===== src/rtl/fanout_broadcast_buf.sv =====
// Buffered broadcast stage: one valid/ready source fanned out to FANOUT leaves, each with its own DEPTH-entry FIFO.
// Optional source-stall counter enabled by defining FANOUT_BROADCAST_STALL_STATS_EN.
module fanout_broadcast_buf #(
  parameter int WIDTH  = 4,
  parameter int FANOUT = 8,
  parameter int DEPTH  = 2
) (
  input  logic                    clk,
  input  logic                    rst,
  input  logic [WIDTH-1:0]        in_data,
  input  logic                    in_valid,
  output logic                    in_ready,
  output logic [FANOUT*WIDTH-1:0] out_data,
  output logic [FANOUT-1:0]       out_valid,
  input  logic [FANOUT-1:0]       out_ready,
  output logic                    busy,
  output logic [15:0]             stall_cnt
);

  localparam int PW = $clog2(DEPTH);
  localparam int CW = PW + 1;
  localparam logic [CW-1:0] FULL_CNT = CW'(DEPTH);

  logic [FANOUT-1:0] leaf_full;
  logic              push;

  // Ready depends only on registered counts, so a same-cycle pop on a full
  // leaf cannot bypass into the source handshake.
  assign in_ready = ~|leaf_full;
  assign push     = in_valid & in_ready;
  assign busy     = |out_valid;

  for (genvar g = 0; g < FANOUT; g++) begin : g_leaf
    logic [WIDTH-1:0] mem_q [DEPTH];
    logic [PW-1:0]    rd_ptr_q, rd_ptr_d;
    logic [PW-1:0]    wr_ptr_q, wr_ptr_d;
    logic [CW-1:0]    cnt_q, cnt_d;
    logic             pop;

    assign pop = out_valid[g] & out_ready[g];

    always_comb begin
      // NOTE: every next-state signal gets a default first so no path leaves it unassigned (no latch).
      rd_ptr_d = rd_ptr_q;
      wr_ptr_d = wr_ptr_q;
      cnt_d    = cnt_q;
      // Pointers wrap naturally because DEPTH is a power of two.
      if (push) wr_ptr_d = wr_ptr_q + 1'b1;
      if (pop)  rd_ptr_d = rd_ptr_q + 1'b1;
      if (push && !pop)      cnt_d = cnt_q + 1'b1;
      else if (pop && !push) cnt_d = cnt_q - 1'b1;
    end

    always_ff @(posedge clk or posedge rst) begin
      if (rst) begin
        // NOTE: storage is reset too, because out_data must read 0 straight out of reset.
        for (int k = 0; k < DEPTH; k++) mem_q[k] <= '0;
        rd_ptr_q <= '0;
        wr_ptr_q <= '0;
        cnt_q    <= '0;
      end else begin
        // NOTE: sequential state uses non-blocking assignments so all leaves update from the same pre-edge values.
        rd_ptr_q <= rd_ptr_d;
        wr_ptr_q <= wr_ptr_d;
        cnt_q    <= cnt_d;
        if (push) mem_q[wr_ptr_q] <= in_data;
      end
    end

    assign leaf_full[g]                 = (cnt_q == FULL_CNT);
    assign out_valid[g]                 = (cnt_q != '0);
    assign out_data[g*WIDTH +: WIDTH]   = mem_q[rd_ptr_q];
  end

`ifdef FANOUT_BROADCAST_STALL_STATS_EN
  logic [15:0] stall_q, stall_d;

  always_comb begin
    stall_d = stall_q;
    if (in_valid && !in_ready && (stall_q != 16'hFFFF)) stall_d = stall_q + 16'd1;
  end

  always_ff @(posedge clk or posedge rst) begin
    if (rst) stall_q <= '0;
    else     stall_q <= stall_d;
  end

  assign stall_cnt = stall_q;
`else
  assign stall_cnt = 16'h0000;
`endif

endmodule


===== config.mk =====
export PLATFORM = sky130hd
export DESIGN_NAME = fanout_broadcast_buf
export DESIGN_NICKNAME = d
export VERILOG_FILES = /design/src/rtl/fanout_broadcast_buf.sv
export SDC_FILE = /design/constraint.sdc
export NUM_CORES = 1
export LEC_CHECK = 0
export BUFFER_PORTS_ARGS = -buffer_cell sky130_fd_sc_hd__clkbuf_2
export CAP_MARGIN = 20
export CELL_PAD_IN_SITES_DETAIL_PLACEMENT = 0
export CELL_PAD_IN_SITES_GLOBAL_PLACEMENT = 1
export CORE_ASPECT_RATIO = 1.75
export CORE_MARGIN = 5
export CORE_UTILIZATION = 30
export CTS_CLUSTER_SIZE = 24
export DETAILED_ROUTE_END_ITERATION = 7
export PLACE_DENSITY_LB_ADDON = 0.08
export SETUP_SLACK_MARGIN = 0.5
export SYNTH_ARGS = -nofsm -noshare
export SYNTH_HDL_FRONTEND = slang
export SYNTH_SLANG_ARGS = --single-unit

===== constraint.sdc =====
create_clock -name clk -period 3.5 [get_ports clk]
set_input_delay 0.525 -clock clk [delete_from_list [all_inputs] [get_ports clk]]
set_output_delay 0.525 -clock clk [all_outputs]
set_load 0.02 [all_outputs]

Word-level counts from Yosys, hierarchy flattened --
Cells that the tools add are included.
Storage, ports and cells: output and inout port bits 58, memories kept 0, bits of input ports 15, register bits after elaboration 96, logic and storage cells 245, bits in latches 0, memory bits (writable) 0, ROM bits 0
Cells by class: shift-type cells 0, reduce and logical (&&, ||, !) cells 52, $add $sub $neg 32, multipliers 0, muxes and demuxes 64, div/mod/pow operators 0, order comparisons 24, bitwise operators 25, equal/unequal tests 8
Operators with widths (count):
- $mux 4 | 32
- $bwmux 8 | 8
- $demux 4 s1 | 8
- $ge 2x2->1 const B | 16
- $mux 2 | 16
- $not 1->2 | 16
- $reduce_bool 2->1 | 16
- $logic_and 1x1->1 | 24
- $add 1x1->1 const B | 16
- $add 2x1->2 const B | 8
- $eq 2x2->1 const B | 8
- $lt 2x1->1 const B | 8
- $reduce_or 8->1 | 2
- $sub 2x1->2 const B | 8
- $logic_not 1->1 | 10
- $and 1x1->1 | 9

Depth between registers and ports, before layout --
Gate-level depths: netlist of the first run.
depth after elaboration 8, gate-level depth with buffers 9, gate-level depth less buffers 8

Worst setup path before layout of the first run --
OpenSTA, ideal clock, no wires.
path type reg2out, start reg g_leaf[7].cnt_q[0], end out busy, stages on the path, launching flop included 4, data required time 2.975 ns, buffers on the path 0, arrival 1.870 ns, slack 1.105 ns, path through dfrtp_1 > or2_2 > or4_1 > or4_1
Between the ends: cells in the longest elaborated chain, start to end 2
RTL lines:
- start: declaration | line 37 | logic [CW-1:0] cnt_q, cnt_d;
- start signal: assignment | line 65 | cnt_q <= cnt_d;
- $reduce_bool 2->1 | line 71 | assign out_valid[g] = (cnt_q != '0);
- via out_valid[7] | line 14 | output logic [FANOUT-1:0] out_valid,
- $reduce_or 8->1 | line 31 | assign busy = |out_valid;
- end: declaration | line 16 | output logic busy,
The timed path passes the listed nets, and every way through them passes these cells.

Final worst setup path of the first run --
start reg g_leaf[7].cnt_q[1], end out in_ready
Between the ends: cells in the longest elaborated chain, start to end 3
RTL lines:
- $eq 2x2->1 | line 70 | assign leaf_full[g] = (cnt_q == FULL_CNT);
- $reduce_or 8->1 | line 29 | assign in_ready = ~|leaf_full;
- $logic_not 1->1 | line 29
- end: declaration | line 12 | output logic in_ready,
Every way passes these cells.

==> results list, run 1 <==
- Result of the run: finished, final reports clean
- Max-cap check violation count: 0
- In this run, the number of DRC markers left after iteration 0 of detailed routing was 59.
- The worst setup path is of the reg -> out kind.
- Initial Utilization: 30.2%
- The first global-routing pass estimated 16200 µm of wire.
* Worst reg2reg setup slack: 1.10 ns
- For met3 alone, demand over resource in global routing was 3.09%.
- The number of hold buffers added after CTS was 0.
- Die area: 18000 µm²
- For this run, the slowest stage of the critical path takes 0.93 ns.
- Areal power density over the cells: 1060 nW/µm²
* Layer carrying the most global-route usage: met2
- The number of buffers and inverters on the critical path is 1.
- Area used by multi-input combinational logic: 2070 µm²
- Cell taking the most area after synthesis: sky130_fd_sc_hd__dfrtp_1
- Post-synthesis register bit count: 96
* Final net count: 418
- Antenna-violating nets left: 0
- After synthesis, the netlist uses 26 different library cells.
- DRC violations left: 0
- Number of vias per cell after detailed routing: 4.48
- Summed over all layers, the routed wires come to 10000 µm.
* Main flop type after synthesis: sky130_fd_sc_hd__dfrtp_1
- Final-report max-slew violation count: 0
* Detailed placer's ending HPWL: 7240 µm
- Antenna cell count: 0
- Clock Skews: 0.00873 ns
- Root buffer cell: sky130_fd_sc_hd__clkbuf_16
- CTS Buffer Depth: 2
- In this run the cell area of the synthesized design comes to 4600 µm².
* Die span in x: 104 µm
- The largest individual stage delay along the critical path comes from the cell sky130_fd_sc_hd__or4_1.
- Global routing usage on met1: 13.8%
* P&R area growth vs syn: 16.7%
- At the worst endpoint, the arrival time is 2.30 ns.
- The H-tree generated during clock tree synthesis spans 3 levels.
- Per-instance average area after synthesis: 13.8 µm²
- The region available for standard cell placement spans 15200 µm².
- Setup violations remaining at the end of the flow were counted as 0.
- CTS tree: done
* Share of synthesized area occupied by flip-flops and latches: 52.2%
- The synthesized design contains 0 enable-type register cells.
* Dominant delay contributor by cell family on the critical path: simple AND/OR/NAND/NOR gates
- Floorplan row count: 60
* Required time at the endpoint of the critical path: 2.97 ns
- Setup repair after global routing left no endpoint under its margin.
- The number of global-route vias before repair came to 2913.
- Clock input transition at the sequential cells of the worst setup and hold paths: 0.07 ns
- Clock buffer count from CTS: 9
- The library cell used most frequently in the layout, excluding fill and tap cells, is sky130_fd_sc_hd__dfrtp_1.
- The signal on the critical path passes through nor2b_1, or4_1, nor2_1, clkbuf_2.
- Number of sinks handled by clock tree synthesis: 96
* Fraction of final layout cells sized beyond drive strength 1: 48.1%
- Port buffering added 56 buffers.
* Clock latency of the later-clocked register in the worst-skew pair: 0.34 ns
- During I/O placement, the number of pins put on the boundary was 73.
* Sum of negative setup slack: 0 ns
- The Yosys step of the flow raised 0 warnings.
- Synth top area share: 52.2%
- Tot GR Track Use: 11.5%
* Count of instances resized after the clock tree is built: 0
- Async SR Flop Fraction: 100%
* Number of antenna violations at the first check in global routing: 0
- Counting the fill cells in the layout gives 1536.
- Max FO, Critical Path: 9
* Final critical-path required period: 2.83 ns
- Hold Crit Class: in -> async
- Final GP Congestion: 0.655
- Across the VDD grid, the largest voltage drop is 0.000433 V.
- Avg WL per Cell: 17.1 µm
- Dividing the final minimum period by the clock period gives 80.8%.
- The worst setup path is captured at a primary output.
- The design draws 5.71 mW.
* Via count: 2621
- In this run the vertical extent of the chip is 174 µm.
- Final Hold Viols: 0
- For this run, global-route usage on met2 was measured as 19.9%.
- For the pin with the worst max-slew slack, the measured transition is 0.894 ns.
* Setup bufs post-CTS: 0
* Static Leakage: 2.45 nW
- DRT Pass-1 Iters: 3
- CP startpoint kind: flip-flop
* Maximum number of pins on one net before global-route repair: 46
* Post-Synthesis Cells: 333
- Relative slew slack: 40.4%
- Fmax: 0.354 GHz
- Leading cell types in the layout, fill and taps excluded: sky130_fd_sc_hd__dfrtp_1, sky130_fd_sc_hd__mux2_2, sky130_fd_sc_hd__clkbuf_2
* Area of all sequential standard cells: 2400 µm²
* Main area contributors after synthesis: sky130_fd_sc_hd__dfrtp_1, sky130_fd_sc_hd__mux2_2, sky130_fd_sc_hd__xnor2_1, sky130_fd_sc_hd__xor2_1, sky130_fd_sc_hd__nor3_4
* Grt total ovfl: 0
-- layer usage --
layer | vias to the layer above | wire length [µm]
met5 | - | 0
met1 | 1325 | 4200
met3 | 8 | 339
met4 | 0 | 138
li1 | 1243 | -
met2 | 45 | 5340
-- area by class of cell --
| type | count | share of cell area, % |
|---|---|---|
| well taps | 186 | 4.33 |
| clock inverters | 6 | 1.72 |
| multi-input cells | 225 | 38.6 |
| flip-flops and latches | 96 | 44.7 |
| repair buffers | 61 | 6.15 |
| inverters | 2 | 0.210 |
| clock buffers | 9 | 4.19 |
-- cells by family after synthesis --
family,count (synthesis),share of synthesized area [%]
xor+xnor,40,7.61
fa+ha+maj,8,2.18
buf+inv,27,3.94
flops,96,52.2
mux,96,23.8
other cells,1,0.0815
simple gates,65,10.2
-- synthesized netlist by cell type (6+ instances only) --
master	n
sky130_fd_sc_hd__dfrtp_1	96
sky130_fd_sc_hd__mux2_2	90
sky130_fd_sc_hd__xnor2_1	24
sky130_fd_sc_hd__buf_4	16
sky130_fd_sc_hd__nand2_1	16
sky130_fd_sc_hd__xor2_1	16
sky130_fd_sc_hd__nor2_1	9
sky130_fd_sc_hd__or2_2	9
sky130_fd_sc_hd__ha_1	8
sky130_fd_sc_hd__nand4b_1	8
sky130_fd_sc_hd__nor3_4	8
sky130_fd_sc_hd__clkbuf_1	6
sky130_fd_sc_hd__nor2b_1	6
-- sequential cells by signal, summed over array words and instances (netlist names) --
signal and count:
g_leaf.mem_q 64, g_leaf.cnt_q 16, g_leaf.rd_ptr_q 8, g_leaf.wr_ptr_q 8
-- worst paths after layout --
path	start	end	depth (start not counted)
hold / removal	rst	g_leaf[4].mem_q[4]$_DFFE_PP0P_	2
max in group asynchronous	rst	g_leaf[3].mem_q[4]$_DFFE_PP0P_	3
hold reg to reg	g_leaf[6].cnt_q[1]$_DFFE_PP0P_	g_leaf[6].cnt_q[1]$_DFFE_PP0P_	1
min in group clk	out_ready[2]	g_leaf[2].rd_ptr_q$_DFFE_PP0P_	3
setup reg to reg	g_leaf[7].cnt_q[1]$_DFFE_PP0P_	g_leaf[1].mem_q[0]$_DFFE_PP0P_	4
setup / recovery	g_leaf[7].cnt_q[1]$_DFFE_PP0P_	in_ready	4
-- metrics by stage --
| stage | cells | worst slack, ns | hold WS (ns) | cell area, µm² | utilization (%) |
|---|---|---|---|---|---|
| after global placement | 570 | 0.975 | 0.465 | 5050 | 33.1 |
| after CTS | 585 | 0.577 | 0.327 | 5370 | 35.2 |
| after detailed placement | 570 | 0.961 | 0.468 | 5050 | 33.1 |
| after floorplan | 348 | 1.10 | 0.447 | 4660 | - |
| after global routing | 585 | 0.526 | 0.354 | 5370 | 35.2 |
| final | 585 | 0.672 | 0.305 | 5370 | 35.2 |
-- worst reg2reg max path, cell delays in order, from the launching register on --
cell	delay [ns]
sky130_fd_sc_hd__dfrtp_1	0.39
sky130_fd_sc_hd__nor2b_1	0.16
sky130_fd_sc_hd__or4_1	0.93
sky130_fd_sc_hd__nor3_4	0.44
sky130_fd_sc_hd__mux2_2	0.37
-- where the power goes --
group	total [mW]	leakage [nW]	internal, mW	switching (mW)
logic	2.58	1.14	1.23	1.36
registers	2.07	1.16	1.67	0.401
clock network	1.05	0.149	0.627	0.426
(Power assumes the default switching activity.)
==> run 2, diff against run 1 <==
--- a/config.mk
+++ b/config.mk
@@ -5,6 +5,7 @@
 export SDC_FILE = /design/constraint.sdc
 export NUM_CORES = 1
 export LEC_CHECK = 0
+export ABC_AREA = 1
 export BUFFER_PORTS_ARGS = -buffer_cell sky130_fd_sc_hd__clkbuf_2
 export CAP_MARGIN = 20
 export CELL_PAD_IN_SITES_DETAIL_PLACEMENT = 0
==> constraint.sdc (replaced) <==
create_clock -name clk -period 2.5 [get_ports clk]
set_input_delay 0.375 -clock clk [delete_from_list [all_inputs] [get_ports clk]]
set_output_delay 0.375 -clock clk [all_outputs]
set_load 0.02 [all_outputs]
==> results list, run 2 <==
- Sequential cells were found to cover 51.8% of the synthesized design area.
* Die span in x: 104 µm
- Ranked by instance count, the synthesized netlist is headed by sky130_fd_sc_hd__nand2_1, sky130_fd_sc_hd__dfrtp_1, sky130_fd_sc_hd__nand3_1, sky130_fd_sc_hd__inv_1.
- Synth top area share: 51.8%
- Fmax: 0.528 GHz
- Post-Synthesis Cells: 544
- The initial utilization of the core area, before any placement, comes to 30.3%.
- Number of sinks handled by clock tree synthesis: 96
- Commonest non-fill, non-tap cell in the layout: sky130_fd_sc_hd__nand2_1
- The synthesized design contains 96 register bits.
- For this design the ratio of total power to cell area is 1420 nW/µm².
* Final Hold Viols: 0
- Measured against its own limit, the worst slew margin works out to 53.4%.
- Die Span Y: 174 µm
- The top cell types in the final layout, fill and taps aside, are sky130_fd_sc_hd__nand2_1, sky130_fd_sc_hd__dfrtp_1, sky130_fd_sc_hd__nand3_1.
- Clock-pin slew was measured on the worst setup and hold paths at 0.07 ns.
- At the pin with the least slew margin, the transition time is 0.697 ns.
* Main area contributors after synthesis: sky130_fd_sc_hd__dfrtp_1, sky130_fd_sc_hd__nand2_1, sky130_fd_sc_hd__nand3_1, sky130_fd_sc_hd__mux2_2, sky130_fd_sc_hd__xnor2_1
- The number of antenna violations at the first check in global routing came to 0.
- The critical path in this run is classified as reg -> out.
- TritonCTS built the clock tree.
* Final critical-path required period: 1.90 ns
- The H-tree generated during clock tree synthesis spans 3 levels.
* Worst reg2reg setup slack: 0.65 ns
- Hold-fix buffers at CTS: 0
- R2r worst-path depth: 11
* CTS Buffer Depth: 2
* Static Leakage: 2.93 nW
- Once detailed placement completed, the half-perimeter wirelength came to 8850 µm.
- Root buffer cell: sky130_fd_sc_hd__clkbuf_16
- Via count: 3675
* Number of global-route vias before repair: 3759
* Fraction of final layout cells sized beyond drive strength 1: 17.8%
- STA classifies the critical path startpoint as a flip-flop.
* Required time at the endpoint of the critical path: 2.12 ns
* Per-instance average area after synthesis: 8.52 µm²
* Clock buffer count from CTS: 9
- Netlist cell types: 21
- In this run the remaining antenna-violating nets after routing total 0.
- Max FO, Critical Path: 4
- After filler insertion, the fill cell instance count of the layout stands at 1619.
* Final net count: 625
- I/O pin count: 73
- Biggest registers after layout: g_leaf.mem_q (64), g_leaf.cnt_q (16)
- DRT Pass-1 Iters: 4
* P&R area growth vs syn: 17.5%
- Area of the mapped netlist: 4640 µm²
* Area used by multi-input combinational logic: 1950 µm²
- Max FFs per register: 64
- Worst R2R Start: g_leaf[2].cnt_q[0]$_DFFE_PP0P_
- 0 antenna diodes ended up in the layout.
- Avg WL per Cell: 16.0 µm
- VDD sags by at most 0.000516 V.
- STA classifies the critical path endpoint as a primary output.
- Most frequently used cell type in the post-synthesis netlist: sky130_fd_sc_hd__nand2_1
- Hold Crit Class: in -> async
* Wire length of the first global-routing pass: 20600 µm
- Setup repair after global routing could not meet its margin everywhere.
* Die area: 18100 µm²
* Finished Cell Area: 5450 µm²
* Final-report max-slew violation count: 0
- Final hold analysis gives a worst-case slack of 0.120 ns.
- For this run, the number of Yosys warnings is 0.
- Share of the cycle needed by the critical path after routing: 75.8%
* Floorplan row count: 60
- In this run the tool buffered the top-level ports with 56 buffer cells.
* Wire length after detailed routing: 12700 µm
- CP arrival: 1.52 ns
- The detailed router finished its first iteration with 172 violations.
- Clock latency of the later-clocked register in the worst-skew pair: 0.34 ns
- Biggest register: g_leaf.mem_q
- Result of the run: finished, final reports clean
- Sum of negative setup slack: 0 ns
* Max-cap check violation count: 0
- Clock Skews: 0.00753 ns
- Summing all flip-flop and latch instances after layout gives 2400 µm².
- DRC violations left: 0
- In this run the critical register-to-register path is captured at g_leaf[1].cnt_q[1]$_DFFE_PP0P_.
* Main flop type after synthesis: sky130_fd_sc_hd__dfrtp_1
- The synthesized design contains 0 enable-type register cells.
- Routability-driven placement finished with a final weighted congestion of 0.721.
- Dividing the detail-routed via count by the number of cells gives 4.63.
- Cell taking the most area after synthesis: sky130_fd_sc_hd__dfrtp_1
- The core region is 15300 µm².
- Setup violations remaining at the end of the flow were counted as 0.
* Async SR Flop Fraction: 100%
- Cell area reported after detailed placement: 5070 µm²
- Maximum number of pins on one net before global-route repair: 50
* Grt total ovfl: 0
- Global routing used 14.2% of the available tracks.
## run 2: cell types whose count changed in the layout (fill, tap and decap cells not counted), moves of 9 or more
cell / delta
sky130_fd_sc_hd__nand3_1: +63
sky130_fd_sc_hd__xnor2_1: -9
sky130_fd_sc_hd__or2_2: -9
sky130_fd_sc_hd__inv_1: +24
sky130_fd_sc_hd__nand4_1: +16
sky130_fd_sc_hd__nand2_1: +212
sky130_fd_sc_hd__mux2_2: -78
## run 2: how the worst max path moves through the flow
stage,startpoint,end,slack [ns],cells past startpoint
after CTS,g_leaf[2].cnt_q[0]$_DFFE_PP0P_,g_leaf[2].cnt_q[1]$_DFFE_PP0P_,0.50,10
after floorplan,g_leaf[6].cnt_q[0]$_DFFE_PP0P_,g_leaf[5].cnt_q[1]$_DFFE_PP0P_,0.59,11
after detailed placement,g_leaf[2].cnt_q[0]$_DFFE_PP0P_,g_leaf[6].cnt_q[1]$_DFFE_PP0P_,0.51,10
final,g_leaf[1].cnt_q[0]$_DFFE_PP0P_,busy,0.60,5
after global placement,g_leaf[2].cnt_q[0]$_DFFE_PP0P_,g_leaf[0].cnt_q[1]$_DFFE_PP0P_,0.54,10
after global routing,g_leaf[5].cnt_q[0]$_DFFE_PP0P_,g_leaf[4].cnt_q[1]$_DFFE_PP0P_,0.49,11
## run 2: cell families (layout without fill, tap and decap cells)
group | after synthesis | after routing | synth area share (%)
xor+xnor | 24 | 24 | 4.53
mux | 12 | 12 | 2.91
other cells | 1 | 16 | 0.0809
fa+ha+maj | 8 | 8 | 2.16
flops | 96 | 96 | 51.8
buf+inv | 68 | 116 | 7.72
simple gates | 319 | 319 | 29.1
compound gates | 16 | 16 | 1.73
## run 2: through the flow
stage          std cells  total power [mW]  utilization [%]  worst slack, ns
6_report             793              7.76             35.6            0.605
5_1_grt              793              8.39             35.6            0.494
4_1_cts              789              7.84             35.3            0.502
3_5_place_dp         773              6.27             33.1            0.509
3_3_place_gp         773              6.22             33.1            0.541
2_1_floorplan        559              5.18                -            0.590
## run 2: critical path, cell delays in order, from the launching register on
cell and delay (ns):
sky130_fd_sc_hd__dfrtp_1 0.40, sky130_fd_sc_hd__inv_2 0.08, sky130_fd_sc_hd__nand2_1 0.12, sky130_fd_sc_hd__nor4_4 0.33
sky130_fd_sc_hd__nand2_1 0.08, sky130_fd_sc_hd__clkbuf_2 0.16
## run 2: layout make-up
type	instances	share of cell area (%)
sequential	96	44.1
multi-input combinational	395	35.8
timing repair buffer	67	7.58
clock buffer	11	4.45
tap	186	4.27
inverter	33	2.34
clock inverter	5	1.47
## run 2: report_power, final
| part | switching [mW] | leakage (nW) | internal (mW) |
|---|---|---|---|
| registers | 0.581 | 1.20 | 2.27 |
| clock network | 0.618 | 0.152 | 0.904 |
| logic | 2.15 | 1.57 | 1.23 |
## run 2: metal layers
metal  share of wire (%)  track usage (%)  up-vias
li1                    -                -     1816
met1                  42             17.1     1784
met2                  54             25.4       64
met3                 3.3             2.53       11
met4                 1.2             4.48        0
met5                   0                0        -
## run 2: repair_timing
action	in CTS	in global routing
setup buffers	0	4
hold endpoints to repair	0	0
pin swaps	0	1
cloned	0	0
endpoints found under the setup margin	1	10
gates resized for setup	2	1
==> run 3, diff against run 2 <==
==> constraint.sdc (replaced) <==
create_clock -name clk -period 1.57 [get_ports clk]
set_input_delay 0.2355 -clock clk [delete_from_list [all_inputs] [get_ports clk]]
set_output_delay 0.2355 -clock clk [all_outputs]
set_load 0.02 [all_outputs]
==> results list, run 3 (synthesized netlist as in run 2, its figures left out) <==
* Core region area: 15300 µm²
- For this run, the top clock speed supported by timing is 0.536 GHz.
- Wire length of the first global-routing pass: 22700 µm
* Via count: 4185
- Entering global routing, the biggest net connects 72 pins.
- The smallest clock period supported by the final layout is computed as 1.87 ns.
- The cell family contributing the most delay on the critical path is buffers and inverters.
- In the routed design, unresolved DRC markers number 0.
* Areal power density over the cells: 2240 nW/µm²
* Fraction of final layout cells sized beyond drive strength 1: 53.4%
* Pint: 10.5 mW
* Share of power burned in registers: 26.6%
* First DRT Iteration DRCs: 109
* Floorplan row count: 60
- Compared with the post-synthesis result, the final layout area differs by 69.2%.
* Transition time at the pin with the least slew margin: 0.726 ns
- Switching part of the total power: 40.4%
* Static Leakage: 3.77 nW
- Antenna-violating nets left: 0
- Initial Utilization: 30.3%
- Leading cell types in the layout, fill and taps excluded: sky130_fd_sc_hd__nand2_1, sky130_fd_sc_hd__dfrtp_1, sky130_fd_sc_hd__nand3_2
- The filler cells instantiated in the layout total 1435.
- Tot GR Track Use: 15.6%
- Violated checks: negative setup slack
* Die span in x: 104 µm
- CTS tree: done
* # setup viols final: 90
- Clock skew on the completed layout was measured at 0.0120 ns.
- Counting the buffers created by CTS gives 9.
- Ranked by flip-flop count, first place goes to g_leaf.mem_q.
- The die is 174 µm tall.
* Number of global-route vias before repair: 4418
- VDD IR max: 0.00136 V
* Type of the worst setup path: reg -> out
- The largest registers in the layout are g_leaf.mem_q (64), g_leaf.cnt_q (16).
* Area of all sequential standard cells: 2410 µm²
- Wire length after detailed routing: 14300 µm
- Number of vias per cell after detailed routing: 4.70
* Clock input transition at the sequential cells of the worst setup and hold paths: 0.07 ns
* Clock latency of the later-clocked register in the worst-skew pair: 0.35 ns
- Slowest cell on crit path: sky130_fd_sc_hd__dfrtp_1
* Clock Power Share: 12.5%
* Result of the run: complete, but fails checks
- The count of buffers added on input and output ports is 56.
- Worst Setup Slack, final: -0.295 ns
- The register with the most flip-flops in the layout has 64 of them.
* Dpl cells: 817
* Area used by multi-input combinational logic: 2820 µm²
* Endpoint kind of the worst setup timing path: primary output
- Final net count: 722
- The tree built by TritonCTS fans out to 96 sinks.
- Measured on the finished design, the core utilization comes to 51.2%.
* Final-report max-slew violation count: 0
- The clock passes through at most 2 buffers.
- Of the total power, combinational logic draws 60.9%.
* Root buffer cell: sky130_fd_sc_hd__clkbuf_16
- The number of hold violations in the final report came to 0.
* Max FO, Critical Path: 2
* Final GP Congestion: 0.749
* CP arrival: 1.63 ns
- The number of antenna violations at the first check in global routing was 0.
* Hold Crit Class: in -> reg
- Highest cell delay on the worst timing path: 0.40 ns
* DRT Pass-1 Iters: 4
- Grt total ovfl: 0
* Start point of the critical path: g_leaf[6].cnt_q[0]$_DFFE_PP0P_
- Crit path cell chain: buf_6, nor2_4, inv_2, nor4_2, buf_4, nand2_2, buf_8
- The repair_antennas step left the layout with diodes totalling 0.
* Number of levels in the clock H-tree: 3
- Worst R2R Start: g_leaf[6].cnt_q[0]$_DFFE_PP0P_
* Avg WL per Cell: 16.1 µm
- In this run the count of I/O pins placed on the die edge is 73.
* CP startpoint kind: flip-flop
* Number of buffer and inverter stages on the critical path: 4
* Die area: 18100 µm²
* Startpoint of the most critical hold path: out_ready[5]
- Excluding fillers, the count of instances in the completed layout stands at 890.
* P_sw: 7.12 mW
- Max-cap check violation count: 0
- The wire-length estimate of the detail-placed layout is 9240 µm.
* Required time at the endpoint of the critical path: 1.33 ns
- Measured against its own limit, the worst slew margin works out to 51.6%.
- Leaving out fill and tap cells, the most frequent cell in the layout is sky130_fd_sc_hd__nand2_1.
* Share of the cycle needed by the critical path after routing: 119%
- Unrepaired setup endpoints after global routing: true
[run 3: cell types whose count changed in the layout (fill, tap and decap cells not counted), moves of 12 or more]
cell,before,now
sky130_fd_sc_hd__buf_6,0,39
sky130_fd_sc_hd__buf_8,0,35
sky130_fd_sc_hd__inv_1,25,11
sky130_fd_sc_hd__mux2_4,0,12
sky130_fd_sc_hd__clkbuf_2,56,14
sky130_fd_sc_hd__nand2_2,2,48
sky130_fd_sc_hd__nand2_1,228,167
sky130_fd_sc_hd__nand3_1,64,3
sky130_fd_sc_hd__mux2_2,12,0
sky130_fd_sc_hd__nand3_2,0,54
sky130_fd_sc_hd__nand2_4,0,13
sky130_fd_sc_hd__buf_4,7,49
[run 3: power groups by stage]
stage | Combinational [mW] | Sequential, mW | Clock (mW)
2_1_floorplan | 4.30 | 4.32 | 0
3_3_place_gp | 6.41 | 4.52 | 0
3_5_place_dp | 6.50 | 4.52 | 0
4_1_cts | 9.23 | 4.58 | 2.28
5_1_grt | 11.5 | 4.84 | 2.40
6_report | 10.7 | 4.68 | 2.20
[run 3: metal layers]
layer	up-vias	track usage [%]	share of wire, %	routed length (µm)
li1	2030	-	-	-
met1	2057	17.8	38	5490
met2	82	28.8	57	8130
met3	16	2.45	3.2	459
met4	0	6.10	1.8	256
met5	-	0	0	0
[run 3: metrics by stage]
stage                     hold slack (ns)  TNS (ns)  area [µm²]  total power [mW]  worst slack [ns]
after floorplan                     0.436     -1.32        4940              8.62            -0.174
after global placement              0.380     -5.13        5610              10.9            -0.146
after detailed placement            0.386     -7.39        5610              11.0            -0.201
after CTS                           0.222    -12.28        7160              16.1            -0.307
after global routing                0.174    -21.82        7840              18.8            -0.360
final                               0.168    -15.23        7840              17.6            -0.295
[run 3: path summary, 6_finish.rpt]
check	endpoint	cells past startpoint	slack, ns
max in group asynchronous	g_leaf[2].rd_ptr_q$_DFFE_PP0P_	4	0.68
setup / recovery	busy	7	-0.30
hold / removal	g_leaf[5].rd_ptr_q$_DFFE_PP0P_	3	0.17
min in group asynchronous	g_leaf[7].mem_q[1]$_DFFE_PP0P_	4	0.55
hold reg to reg	g_leaf[3].mem_q[5]$_DFFE_PP0P_	2	0.48
setup reg to reg	g_leaf[7].mem_q[6]$_DFFE_PP0P_	15	-0.28
[run 3: tightest hold or removal path, cell delays in order]
cell and delay, ns:
sky130_fd_sc_hd__clkbuf_2 0.10, sky130_fd_sc_hd__nand2_4 0.08, sky130_fd_sc_hd__xor2_1 0.06
[run 3: cell type report]
type	instances	area share (%)
tap	186	2.97
multi-input combinational	395	35.9
inverter	33	1.91
clock inverter	6	0.702
clock buffer	10	3.05
sequential	96	30.7
timing repair buffer	164	24.8
[run 3: repair_timing]
action	CTS	global route
hold buffers	1	0
endpoints found under the setup margin	137	138
endpoints found under the hold margin	4	0
buffers inserted	33	16
gates cloned	7	0
pin swaps	36	65
resized for setup	199	162
